## src/rtl/bg_fill_pkg.sv

```systemverilog
// Shared constants for the background fill engine: register addresses,
// MODE bit positions and default parameter values.
// Optional feature macro: BG_SCROLL_EN (scroll registers and adders).
package bg_fill_pkg;

  // Default parameter values
  localparam int BG_INDEX_W       = 9;
  localparam int BG_COORD_W       = 10;
  localparam int BG_TILE_LOG2     = 3;
  localparam int BG_MAP_COLS_LOG2 = 6;
  localparam int BG_MAP_ROWS_LOG2 = 5;
  localparam int BG_TRANSPARENT   = 0;

  // Register addresses
  localparam logic [1:0] BG_REG_MODE    = 2'd0;
  localparam logic [1:0] BG_REG_SOLID   = 2'd1;
  localparam logic [1:0] BG_REG_SCROLLX = 2'd2;
  localparam logic [1:0] BG_REG_SCROLLY = 2'd3;

  // MODE register bit positions
  localparam int BG_MODE_FILL_BIT = 0;
  localparam int BG_MODE_TILE_BIT = 1;

  // True when a register write strobe targets the given address
  function automatic logic bg_reg_hit(input logic we, input logic [1:0] addr,
                                      input logic [1:0] sel);
    return we && (addr == sel);
  endfunction

endpackage

```

## src/rtl/bg_fill_regs.sv

```systemverilog
// Double-buffered register file for the background fill engine.
// Writes land in the pending copy; frameStart copies pending to active.
// A write in the same cycle as frameStart reaches both copies. The outputs
// are the effective values for the current sampling edge: when frameStart
// is high they already reflect the commit, so a pixel sampled on the commit
// edge sees the new settings.
// Optional feature macro: BG_SCROLL_EN adds the SCROLLX/SCROLLY registers.
module bg_fill_regs
  import bg_fill_pkg::*;
#(
  parameter int INDEX_W = BG_INDEX_W
`ifdef BG_SCROLL_EN
  ,
  parameter int COORD_W = BG_COORD_W
`endif
) (
  input  logic               clk,
  input  logic               reset,
  input  logic               frameStart,
  input  logic               regWe,
  input  logic [1:0]         regAddr,
  input  logic [15:0]        regData,
`ifdef BG_SCROLL_EN
  output logic [COORD_W-1:0] scroll_x,
  output logic [COORD_W-1:0] scroll_y,
`endif
  output logic               fill_en,
  output logic               tile_en,
  output logic [INDEX_W-1:0] solid
);

  logic               pend_fill, pend_tile;
  logic [INDEX_W-1:0] pend_solid;
  logic               act_fill, act_tile;
  logic [INDEX_W-1:0] act_solid;
  logic               nxt_fill, nxt_tile;
  logic [INDEX_W-1:0] nxt_solid;
  logic               unused_data;

`ifdef BG_SCROLL_EN
  logic [COORD_W-1:0] pend_sx, pend_sy, act_sx, act_sy, nxt_sx, nxt_sy;
`endif

  // High data bits beyond each field are intentionally dropped
  assign unused_data = ^regData;

  // Pending copy with this cycle's write applied
  always_comb begin
    nxt_fill  = pend_fill;
    nxt_tile  = pend_tile;
    nxt_solid = pend_solid;
`ifdef BG_SCROLL_EN
    nxt_sx    = pend_sx;
    nxt_sy    = pend_sy;
`endif
    if (bg_reg_hit(regWe, regAddr, BG_REG_MODE)) begin
      nxt_fill = regData[BG_MODE_FILL_BIT];
      nxt_tile = regData[BG_MODE_TILE_BIT];
    end
    if (bg_reg_hit(regWe, regAddr, BG_REG_SOLID)) begin
      nxt_solid = regData[INDEX_W-1:0];
    end
`ifdef BG_SCROLL_EN
    if (bg_reg_hit(regWe, regAddr, BG_REG_SCROLLX)) begin
      nxt_sx = regData[COORD_W-1:0];
    end
    if (bg_reg_hit(regWe, regAddr, BG_REG_SCROLLY)) begin
      nxt_sy = regData[COORD_W-1:0];
    end
`endif
  end

  // Pending and active register storage
  always_ff @(posedge clk) begin
    if (reset) begin
      pend_fill  <= 1'b0;
      pend_tile  <= 1'b0;
      pend_solid <= '0;
      act_fill   <= 1'b0;
      act_tile   <= 1'b0;
      act_solid  <= '0;
`ifdef BG_SCROLL_EN
      pend_sx    <= '0;
      pend_sy    <= '0;
      act_sx     <= '0;
      act_sy     <= '0;
`endif
    end else begin
      pend_fill  <= nxt_fill;
      pend_tile  <= nxt_tile;
      pend_solid <= nxt_solid;
`ifdef BG_SCROLL_EN
      pend_sx    <= nxt_sx;
      pend_sy    <= nxt_sy;
`endif
      if (frameStart) begin
        act_fill  <= nxt_fill;
        act_tile  <= nxt_tile;
        act_solid <= nxt_solid;
`ifdef BG_SCROLL_EN
        act_sx    <= nxt_sx;
        act_sy    <= nxt_sy;
`endif
      end
    end
  end

  // Effective values: a commit on this edge is visible to this edge's pixel
  always_comb begin
    fill_en = frameStart ? nxt_fill  : act_fill;
    tile_en = frameStart ? nxt_tile  : act_tile;
    solid   = frameStart ? nxt_solid : act_solid;
`ifdef BG_SCROLL_EN
    scroll_x = frameStart ? nxt_sx : act_sx;
    scroll_y = frameStart ? nxt_sy : act_sy;
`endif
  end

endmodule

```

## src/rtl/bg_fill_engine.sv

```systemverilog
// Background filler: replaces transparent pixel indices with either a solid
// colour or a scrolled, wrapped tile-map entry read from an external
// synchronous RAM. Two-stage pipeline, fixed latency of 2 edges, no stall.
// Handshake: enable qualifies x/y/indexIn on each rising edge; validOut
// qualifies indexOut exactly two edges later. There is no backpressure.
// Optional feature macro: BG_SCROLL_EN (scroll registers and adders).
module bg_fill_engine
  import bg_fill_pkg::*;
#(
  parameter int INDEX_W       = BG_INDEX_W,
  parameter int COORD_W       = BG_COORD_W,
  parameter int TILE_LOG2     = BG_TILE_LOG2,
  parameter int MAP_COLS_LOG2 = BG_MAP_COLS_LOG2,
  parameter int MAP_ROWS_LOG2 = BG_MAP_ROWS_LOG2,
  parameter int TRANSPARENT   = BG_TRANSPARENT
) (
  input  logic                                   clk,
  input  logic                                   reset,
  input  logic                                   enable,
  input  logic [COORD_W-1:0]                     x,
  input  logic [COORD_W-1:0]                     y,
  input  logic [INDEX_W-1:0]                     indexIn,
  input  logic                                   frameStart,
  input  logic                                   regWe,
  input  logic [1:0]                             regAddr,
  input  logic [15:0]                            regData,
  output logic [MAP_COLS_LOG2+MAP_ROWS_LOG2-1:0] mapAddr,
  output logic                                   mapRe,
  input  logic [INDEX_W-1:0]                     mapData,
  output logic [INDEX_W-1:0]                     indexOut,
  output logic                                   validOut
);

  localparam int ADDR_W = MAP_COLS_LOG2 + MAP_ROWS_LOG2;

  logic               eff_fill, eff_tile;
  logic [INDEX_W-1:0] eff_solid;
  logic [COORD_W-1:0] tx, ty;
  logic [ADDR_W-1:0]  map_addr_d;
  logic               unused_coord;

  // Stage 1 (after the sampling edge) and stage 2 (after the RAM edge)
  logic               s1_valid, s1_fill, s1_tile;
  logic [INDEX_W-1:0] s1_index, s1_solid;
  logic               s2_valid, s2_fill, s2_tile;
  logic [INDEX_W-1:0] s2_index, s2_solid;
  logic [INDEX_W-1:0] fill_result;

`ifdef BG_SCROLL_EN
  logic [COORD_W-1:0] eff_sx, eff_sy;
`endif

  bg_fill_regs #(
    .INDEX_W (INDEX_W)
`ifdef BG_SCROLL_EN
    ,
    .COORD_W (COORD_W)
`endif
  ) u_regs (
    .clk        (clk),
    .reset      (reset),
    .frameStart (frameStart),
    .regWe      (regWe),
    .regAddr    (regAddr),
    .regData    (regData),
`ifdef BG_SCROLL_EN
    .scroll_x   (eff_sx),
    .scroll_y   (eff_sy),
`endif
    .fill_en    (eff_fill),
    .tile_en    (eff_tile),
    .solid      (eff_solid)
  );

  // Scrolled coordinates wrap naturally at the coordinate width
`ifdef BG_SCROLL_EN
  assign tx = x + eff_sx;
  assign ty = y + eff_sy;
`else
  assign tx = x;
  assign ty = y;
`endif

  // Row-major map address; dropping high tile bits makes the map wrap
  assign map_addr_d   = {ty[TILE_LOG2 +: MAP_ROWS_LOG2], tx[TILE_LOG2 +: MAP_COLS_LOG2]};
  assign unused_coord = ^{tx, ty};

  // Stage 1: sample pixel, issue map read, freeze the settings for this pixel
  always_ff @(posedge clk) begin
    if (reset) begin
      mapAddr  <= '0;
      mapRe    <= 1'b0;
      s1_valid <= 1'b0;
      s1_fill  <= 1'b0;
      s1_tile  <= 1'b0;
      s1_index <= '0;
      s1_solid <= '0;
    end else begin
      s1_valid <= enable;
      mapRe    <= enable & eff_fill & eff_tile;
      if (enable) begin
        mapAddr  <= map_addr_d;
        s1_index <= indexIn;
        s1_fill  <= eff_fill;
        s1_tile  <= eff_tile;
        s1_solid <= eff_solid;
      end
    end
  end

  // Stage 2: carry the pixel while the RAM latches the address
  always_ff @(posedge clk) begin
    if (reset) begin
      s2_valid <= 1'b0;
      s2_fill  <= 1'b0;
      s2_tile  <= 1'b0;
      s2_index <= '0;
      s2_solid <= '0;
    end else begin
      s2_valid <= s1_valid;
      if (s1_valid) begin
        s2_index <= s1_index;
        s2_fill  <= s1_fill;
        s2_tile  <= s1_tile;
        s2_solid <= s1_solid;
      end
    end
  end

  // Result select: only transparent pixels with fill enabled are replaced
  always_comb begin
    fill_result = s2_index;
    if (s2_fill && (s2_index == INDEX_W'(TRANSPARENT))) begin
      fill_result = s2_tile ? mapData : s2_solid;
    end
  end

  // Output register: indexOut holds across bubbles
  always_ff @(posedge clk) begin
    if (reset) begin
      indexOut <= '0;
      validOut <= 1'b0;
    end else begin
      validOut <= s2_valid;
      if (s2_valid) begin
        indexOut <= fill_result;
      end
    end
  end

endmodule

```

## config.mk

```make
export PLATFORM = sky130hd
export DESIGN_NAME = bg_fill_engine
export DESIGN_NICKNAME = d
export VERILOG_FILES = /design/src/rtl/bg_fill_pkg.sv /design/src/rtl/bg_fill_regs.sv /design/src/rtl/bg_fill_engine.sv
export SDC_FILE = /design/constraint.sdc
export NUM_CORES = 1
export LEC_CHECK = 0
export ABC_AREA = 1
export CORE_MARGIN = 2
export CORE_UTILIZATION = 44
export CTS_CLUSTER_DIAMETER = 60
export DETAILED_ROUTE_END_ITERATION = 8
export HOLD_SLACK_MARGIN = 0.1
export PLACE_DENSITY = 0.85
export SYNTH_ARGS = -nofsm -noshare
export SYNTH_HDL_FRONTEND = slang
export SYNTH_SLANG_ARGS = --single-unit
```

## constraint.sdc

```tcl
create_clock -name clk -period 1 [get_ports clk]
set_clock_uncertainty 0.2 [all_clocks]
set_input_delay 0.15 -clock clk [delete_from_list [all_inputs] [get_ports clk]]
set_output_delay 0.15 -clock clk [all_outputs]
set_load 0.01 [all_outputs]
```

Word level (Yosys, flattened, before mapping)
Index checks and enable logic that the tools add are counted.
W data, S select, Z words.
- muxes and demuxes: 8
- equality and inequality tests: 1
- reductions and logical operators: 5
- bitwise gates (word level): 2
- operators by type and width (kind ; number):
    $mux W9 ; 4
    $logic_not A9 Y1 ; 1
    $mux W1 ; 4
    $logic_and A1 B1 Y1 ; 3
    $and A1 B1 Y1 ; 2
    $eq A2 B1 Y1 const B ; 1
    $logic_not A2 Y1 ; 1
- input bits: 61
- output and inout bits: 22
- logic and storage cells: 36
- register bits after elaboration: 86

Depth between registers and ports, before layout
Gate-level depths: netlist of the first run.
- word-level depth: 6
- depth in mapped cells: 8
- mapped depth without buffers: 8

Cells and area by module
A second synthesis of the first run with hierarchy kept.
- cell total of the unflattened synthesis: 433
- area, all modules: 3349.5 um^2
- modules (own cells, without submodules) (module ; instances ; cells each ; area an instance (um^2) ; seq. area each (um^2)):
    bg_fill_engine ; 1 ; 313 ; 2447.3 ; 1281.2
    bg_fill_regs ; 1 ; 120 ; 902.1 ; 440.4

Worst setup path before layout of the first run
OpenSTA, ideal clock, no wires.
- kind: register -> register
- from: reg s2_index[5]
- to: reg indexOut[3]
- slack: -0.152 ns
- buffers on the path: 0
- cell stages (with the launch flop): 8
- clock period less this slack: 1.152 ns
- data arrival time: 0.896 ns
- data required time: 0.744 ns
- setup time: 0.056 ns
- path through: dfxtp_1 -> inv_1 -> nand2_1 -> nor2_2 -> nand3_1 -> nand3_1 -> nand2_1 -> inv_1
- longest elaborated chain between the ends: 3
- ends and longest elaborated chain (what ; line ; source):
    from (decl) ; bg_fill_engine.sv:46 ; logic [INDEX_W-1:0] s2_index, s2_solid;
    from (signal assigned) ; bg_fill_engine.sv:122 ; s2_index <= s1_index;
    $logic_not A9 Y1 ; bg_fill_engine.sv:133 ; if (s2_fill && (s2_index == INDEX_W'(TRANSPARENT))) begin
    $logic_and A1 B1 Y1 ; bg_fill_engine.sv:133 ;
    $mux W9 ; bg_fill_engine.sv:133 ;
    to (signal assigned) ; bg_fill_engine.sv:146 ; indexOut <= fill_result;
    to (decl) ; bg_fill_engine.sv:30 ; output logic [INDEX_W-1:0] indexOut,
Every way passes these cells.
A chain may end at the register's enable or synchronous reset.

Final worst setup path of the first run
- from: reg s2_index[2]
- to: reg indexOut[3]
Same word-level chain as after synthesis.

==> impl_metrics.ini, run 1 <==
[yosys]
count_of_yosys_warnings_during_synthesis = 0
netlist-cell-type-count = 21
synthTopCellsByArea = dfxtp_1 (52%), nor2_1 (9.4%), o21ai_0 (8.4%)
synth-async-reset-ratio_pct = 0
synth_seq_area_share_pct = 52.40
synth.ff_latch_count = 86
syn_area_um2 = 3286
ys_dominant_reg_cell = dfxtp_1
syn_nets = 484
syn_inst = 423
synth.avg_cell_area_um2 = 7.767
netlist_top_cells_count = dfxtp_1 (86), nor2_1 (82), o21ai_0 (55), nand2_1 (47), a21oi_1 (37)
synth_top_cell_by_area = dfxtp_1
yosysMostFrequentCell = dfxtp_1
count_of_flip_flops_with_a_built_in_enable_after_synthesis = 0
synth_top_area_share_pct = 52.40

[job]
cap_viol_max_count = 0

[cts]
clkTransAtPathRegs_ps = 80
cts_num_sinks = 86
insertion_delay_ps = 360
longest_clk_path_bufs = 2
cts.root.buffer_cell = clkbuf_8
hold_buffers = 0
tritoncts = yes
cts_made_buffers = 9
h_tree_depth_reported_by_cts = 3

[detailed_routing]
dr_wl_met3_um = 451
first_iter_violations = 256
detailroute.wirelength.met2_um = 5555
totalWireLength_um = 10360
detailedRoute.firstPassIterationCount = 4
detail_route.wl_per_cell_um = 16.48
route.top_layer_used = met4
number_of_nets_still_failing_antenna_checks_after_routing = 0
dr_total_vias = 3366
detail_route.wirelength.met1_um = 4091
drcViolationCount = 0
avgViaCountPerCell = 5.351

[power_and_ir_drop]
p_sw_share_pct = 26.87
comb_power_share_pct = 18.2
p_clk_share_pct = 33.4
design_power_total_mw = 7.774
power.static_leakage_nw = 2.163
vdd_drop_max_uv = 1015
power_report.internal_total_mw = 5.685
power_per_unit_of_standard_cell_area_nw_per_um2 = 1491
switching_power_mw = 2.089
power.sequential.fraction_pct = 48.4

[floorplanning]
die_w_um = 90.42
start_util_pct = 45.30
num_io_pins = 83
floorplan.die_area_um2 = 8175
design.core.area_um2 = 7253
die_h_um = 90.42
rows = 31

[setup_path]
worst-path-max-fanout = 5
crit_arrival_ps = 1410
worstPathRequired_ps = 1110
critPathCaptureType = register
path_class = register to register
setup.worst_path.start_class = register
timing.critical_path.slowest_cell_delay_ps = 330
timing.critical_path.slowest_stage_cell = dfxtp_2
timing.critical_path.mode_cell = nand3_1
worstPathCellList = nor2_2 -> nand2_2 -> nor2_4 -> nand3_1 -> nand3_1 -> nand2_1 -> inv_1

[placed_design]
hpwlAfterDp_um = 5442
routabilityCongestion = 0.8416
buffer_ports.inserted = 66
place_ws_ps = -633.4
post_dp_cell_area_um2 = 4357

[global_route]
groute.usage.overall_pct = 23.34
overflow = 0
grt_pass1_wl_um = 15270
antenna_found_initial = 0
grt_max_degree = 29
grt_pass1_vias = 3230

[timing]
setup_viol = 52
finalHoldViolations = 3
worst_max_slew_pin_slew_ps = 276.0
fin_worst_hold_slack_ps = -94.09
finalWorstSetupSlack_ps = -298.0
timing.fmax_mhz = 770.4
rsz_0062_raised_after_global_routing = yes
slew_violations = 0
period_minus_slack_ps = 1298
timing.max_slew.rel_slack_pct = 81.41
period_share_pct = 129.8

[cells_and_area]
postLayoutCoreUtil_pct = 71.88
n_antenna_cell = 0
post_route_cells_drive_above_1_share_pct = 43.96
area_added_between_synthesis_and_finish_pct = 58.68
finalInstanceArea_um2 = 5214
layout.nets = 587

[status]
status = finished, violations left
failed_checks = hold timing, setup timing

[worst_hold_path]
hold_path.class = primary input to register
## worst paths after layout
path	slack, ps	cells after the start	from	end
min	-90	3	regData[1]	u_regs.pend_tile$_SDFF_PP0_
max	-300	7	s2_index[2]$_SDFFE_PP0P_	indexOut[3]$_SDFFE_PP0P_
min reg2reg	270	2	u_regs.pend_tile$_SDFF_PP0_	u_regs.pend_tile$_SDFF_PP0_
max reg2reg	-300	7	s2_index[2]$_SDFFE_PP0P_	indexOut[3]$_SDFFE_PP0P_
## registers in the layout (all words and copies together), names as in the netlist, 9 cells and up
name	cells
u_regs.pend_solid	9
indexOut	9
u_regs.act_solid	9
mapAddr	11
s1_solid	9
s1_index	9
s2_solid	9
s2_index	9
## metrics by stage
stage               TNS [ps]  instances  hold slack (ps)
detailed placement    -45260        604            258.2
global placement      -42940        604            250.8
CTS                    -6272        629            113.1
finish                 -7795        629           -94.09
global route           -9892        629           -78.43
floorplan              -1116        423            84.91
## cells by family after synthesis
kind of cell,after synthesis,share of synthesized area [%]
buffers and inverters,53,7.578
DFF,86,52.40
AOI/OAI and AO/OA,106,16.72
and+or+nand+nor,178,23.31
## cell type report
type	count	area, um^2
repair buffers	116	1260
clock inverters	3	42.54
clock buffers	12	165.2
fillers	519	2039
multi-input cells	286	1753
well taps	99	123.9
inverters	27	108.9
flip-flops and latches	86	1760
## power by group through the flow
stage	combinational [mW]	clock [mW]	sequential, mW
after detailed placement	1.04	0	3.78
after floorplan	0.517	0	3.79
after global routing	1.51	2.74	3.78
final	1.42	2.60	3.76
after global placement	1.02	0	3.77
after CTS	1.26	2.56	3.74
## what timing repair did
item                                    4_1_cts  5_1_grt
endpoints found under the hold margin         0        6
cloned                                        6        1
gates resized for setup                     206       82
endpoints found under the setup margin      105       81
pin swaps                                    13       27
setup buffers                                 4        2
## routing by layer
metal	vias up	track usage (%)
met3	22	3.923
met1	1633	26.68
met2	117	42.29
met4	0	10.90
met5	-	0
li1	1594	-
## worst max-delay path, delay by kind of cell (launching register included)
family	cells	cell delay, ps
simple gates	6	670
buf+inv	1	50
flops	1	330
## layout by cell type, fill, tap and decap left out, drive strengths merged, types with 3 or more instances in the layout
cell            n
dlymetal6s2s    3
or2            10
o21ai          64
a21oi          42
buf            70
nand3          28
clkdlybuf4s50  35
nand2          47
nor2           86
nand4           9
inv            26
clkbuf         16
dfxtp          86
Note: power is estimated with default switching activity, not from simulation.
==> inputs of run 2 (changes only) <==
Settings changed: PLACE_DENSITY 0.85 to 0.76, SLEW_MARGIN set to 5.
==> run 2 against run 1 <==
Against the previous run:
- critical path type unchanged
- highest routed layer unchanged
- global-route usage is 3.0 points lower
- setup slack worse by 24 ps
- the run still ends with hold timing, setup timing left
- combinational power is 11% lower
- via count is 3.9% lower
- power is 5.1% lower
==> impl_metrics.ini, run 2 (synthesized netlist as in run 1, its figures left out) <==
[placed_design]
place.detailed.instances = 595
routabilityCongestion = 0.8155
buffer_ports.inserted = 66
hpwlAfterDp_um = 5091

[power_and_ir_drop]
vdd_drop_max_uv = 1002
p_clk_share_pct = 32.1
power_report.internal_total_mw = 5.487
power.sequential.fraction_pct = 50.7
comb_power_share_pct = 17.2
power.static_leakage_nw = 2.074
switching_power_mw = 1.893
power_per_unit_of_standard_cell_area_nw_per_um2 = 1495
p_sw_share_pct = 25.66

[timing]
timing.fmax_mhz = 756.5
period_share_pct = 132.2
total_negative_slack_ps = -6268
finalWorstSetupSlack_ps = -321.9
finalHoldViolations = 1
slew_violations = 0
fin_worst_hold_slack_ps = -39.59
setup_viol = 48
rsz_0062_raised_after_global_routing = yes
timing.max_slew.rel_slack_pct = 80.36
worst_max_slew_pin_slew_ps = 291.5
period_minus_slack_ps = 1322

[cells_and_area]
post_route_cells_drive_above_1_share_pct = 35.82
final_cell_mix = nor2_1 (76), dfxtp_1 (58), o21ai_0 (37), clkdlybuf4s50_1 (37), a21oi_1 (32)
largest_reg_flops = 11
layout.nets = 579
area_added_between_synthesis_and_finish_pct = 50.27
final_common_cell = nor2_1
registers.top_by_ff_count = mapAddr
n_antenna_cell = 0
stdcell_count = 621

[cts]
cts_num_sinks = 86
longest_clk_path_bufs = 2
h_tree_depth_reported_by_cts = 3
tritoncts = yes
cts_made_buffers = 9
clkTransAtPathRegs_ps = 80
insertion_delay_ps = 350
hold_buffers = 0
cts.root.buffer_cell = clkbuf_8

[floorplanning]
num_io_pins = 83
rows = 31
floorplan.die_area_um2 = 8175
die_h_um = 90.42
start_util_pct = 45.30
die_w_um = 90.42
design.core.area_um2 = 7253

[detailed_routing]
number_of_nets_still_failing_antenna_checks_after_routing = 0
dr_total_vias = 3236
first_iter_violations = 194
detailedRoute.firstPassIterationCount = 5
totalWireLength_um = 8824
detail_route.wl_per_cell_um = 14.21
avgViaCountPerCell = 5.211
drcViolationCount = 0

[global_route]
grtUsageMet1_pct = 26.06
grt_max_degree = 43
grt_pass1_wl_um = 13630
antenna_found_initial = 0
grt_pass1_vias = 2970
grt_most_used_layer = met2
groute.usage.overall_pct = 20.37
overflow = 0
grt_util_met2_pct = 34.09
grtUsageMet3_pct = 4.007

[job]
cap_viol_max_count = 0

[worst_hold_path]
worst_hold_path.endpoint = u_regs.pend_tile$_SDFF_PP0_
hold_path.startpoint = regData[1]
hold_path.class = primary input to register
min_path_cells = 3

[status]
status = finished, violations left
failed_checks = hold timing, setup timing

[setup_path]
worst-r2r-setup-slack_ps = -320
worst-path-max-fanout = 5
setup.worst_path.start_class = register
worstRegToRegCells = 7
critPathCaptureType = register
worstPathRequired_ps = 1100
crit_arrival_ps = 1420
path_class = register to register
rr_startpoint = s2_index[3]$_SDFFE_PP0P_
r2r-end = indexOut[3]$_SDFFE_PP0P_
run 2: power by group through the flow:
stage	Sequential (mW)	Combinational (mW)	Clock (mW)
floorplan	3.79	0.517	0
global placement	3.78	1.00	0
detailed placement	3.78	1.02	0
CTS	3.73	1.17	2.40
global route	3.76	1.37	2.58
finish	3.74	1.27	2.37
run 2: critical path, cell delays in order (launching register included):
cell and delay [ps]:
dfxtp_2 340, nor2_2 120, nand2_2 110, nor2_4 200
nand3_1 110, nand3_1 90, nand2_1 50, inv_1 40
run 2: worst max path at each step:
stage               slack, ps                       end                      from
floorplan                -100  indexOut[2]$_SDFFE_PP0P_      s2_tile$_SDFFE_PP0P_
global placement         -600  s1_solid[5]$_SDFFE_PP0P_                regAddr[0]
detailed placement       -660  s1_solid[7]$_SDFFE_PP0P_                regAddr[0]
CTS                      -260  indexOut[8]$_SDFFE_PP0P_  s2_index[3]$_SDFFE_PP0P_
global route             -380  indexOut[5]$_SDFFE_PP0P_  s2_index[3]$_SDFFE_PP0P_
finish                   -320  indexOut[3]$_SDFFE_PP0P_  s2_index[3]$_SDFFE_PP0P_
run 2: final cells by class:
cell class	instances	area (um^2)
clock buffers	11	141.4
multi-input cells	287	1593
flip-flops and latches	86	1757
fillers	574	2316
inverters	27	106.4
repair buffers	107	1169
well taps	99	123.9
clock inverters	4	47.55
run 2: timing repair:
action                                  4_1_cts  5_1_grt
resized for setup                           188       44
pin swaps                                    18       16
cloned                                        6        2
endpoints found under the setup margin      105       71
endpoints found under the hold margin         0        3
buffers inserted                              2        1
run 2: routing by layer:
metal / part of all wire, % / up-vias
met5: 0 / -
met4: 1.5 / 0
met3: 4.6 / 11
met2: 52 / 85
met1: 42 / 1554
li1: - / 1586
run 2: metrics by stage:
step	hold WS, ps	area (um^2)	total power [mW]	setup WS [ps]	util, %
after floorplan	84.91	3341	4.304	-102.0	-
after global placement	239.3	4289	4.777	-599.9	59.13
after detailed placement	245.2	4289	4.804	-661.9	59.13
after CTS	107.4	4762	7.306	-260.6	65.65
after global routing	-30.55	4937	7.716	-375.8	68.07
final	-39.59	4937	7.380	-321.9	68.07
==> inputs of run 3 (changes only) <==
Settings changed: GPL_ROUTABILITY_DRIVEN set to 1.
==> results of run 3 <==
The final DEF is identical to that of run 2; final timing and power are the same.
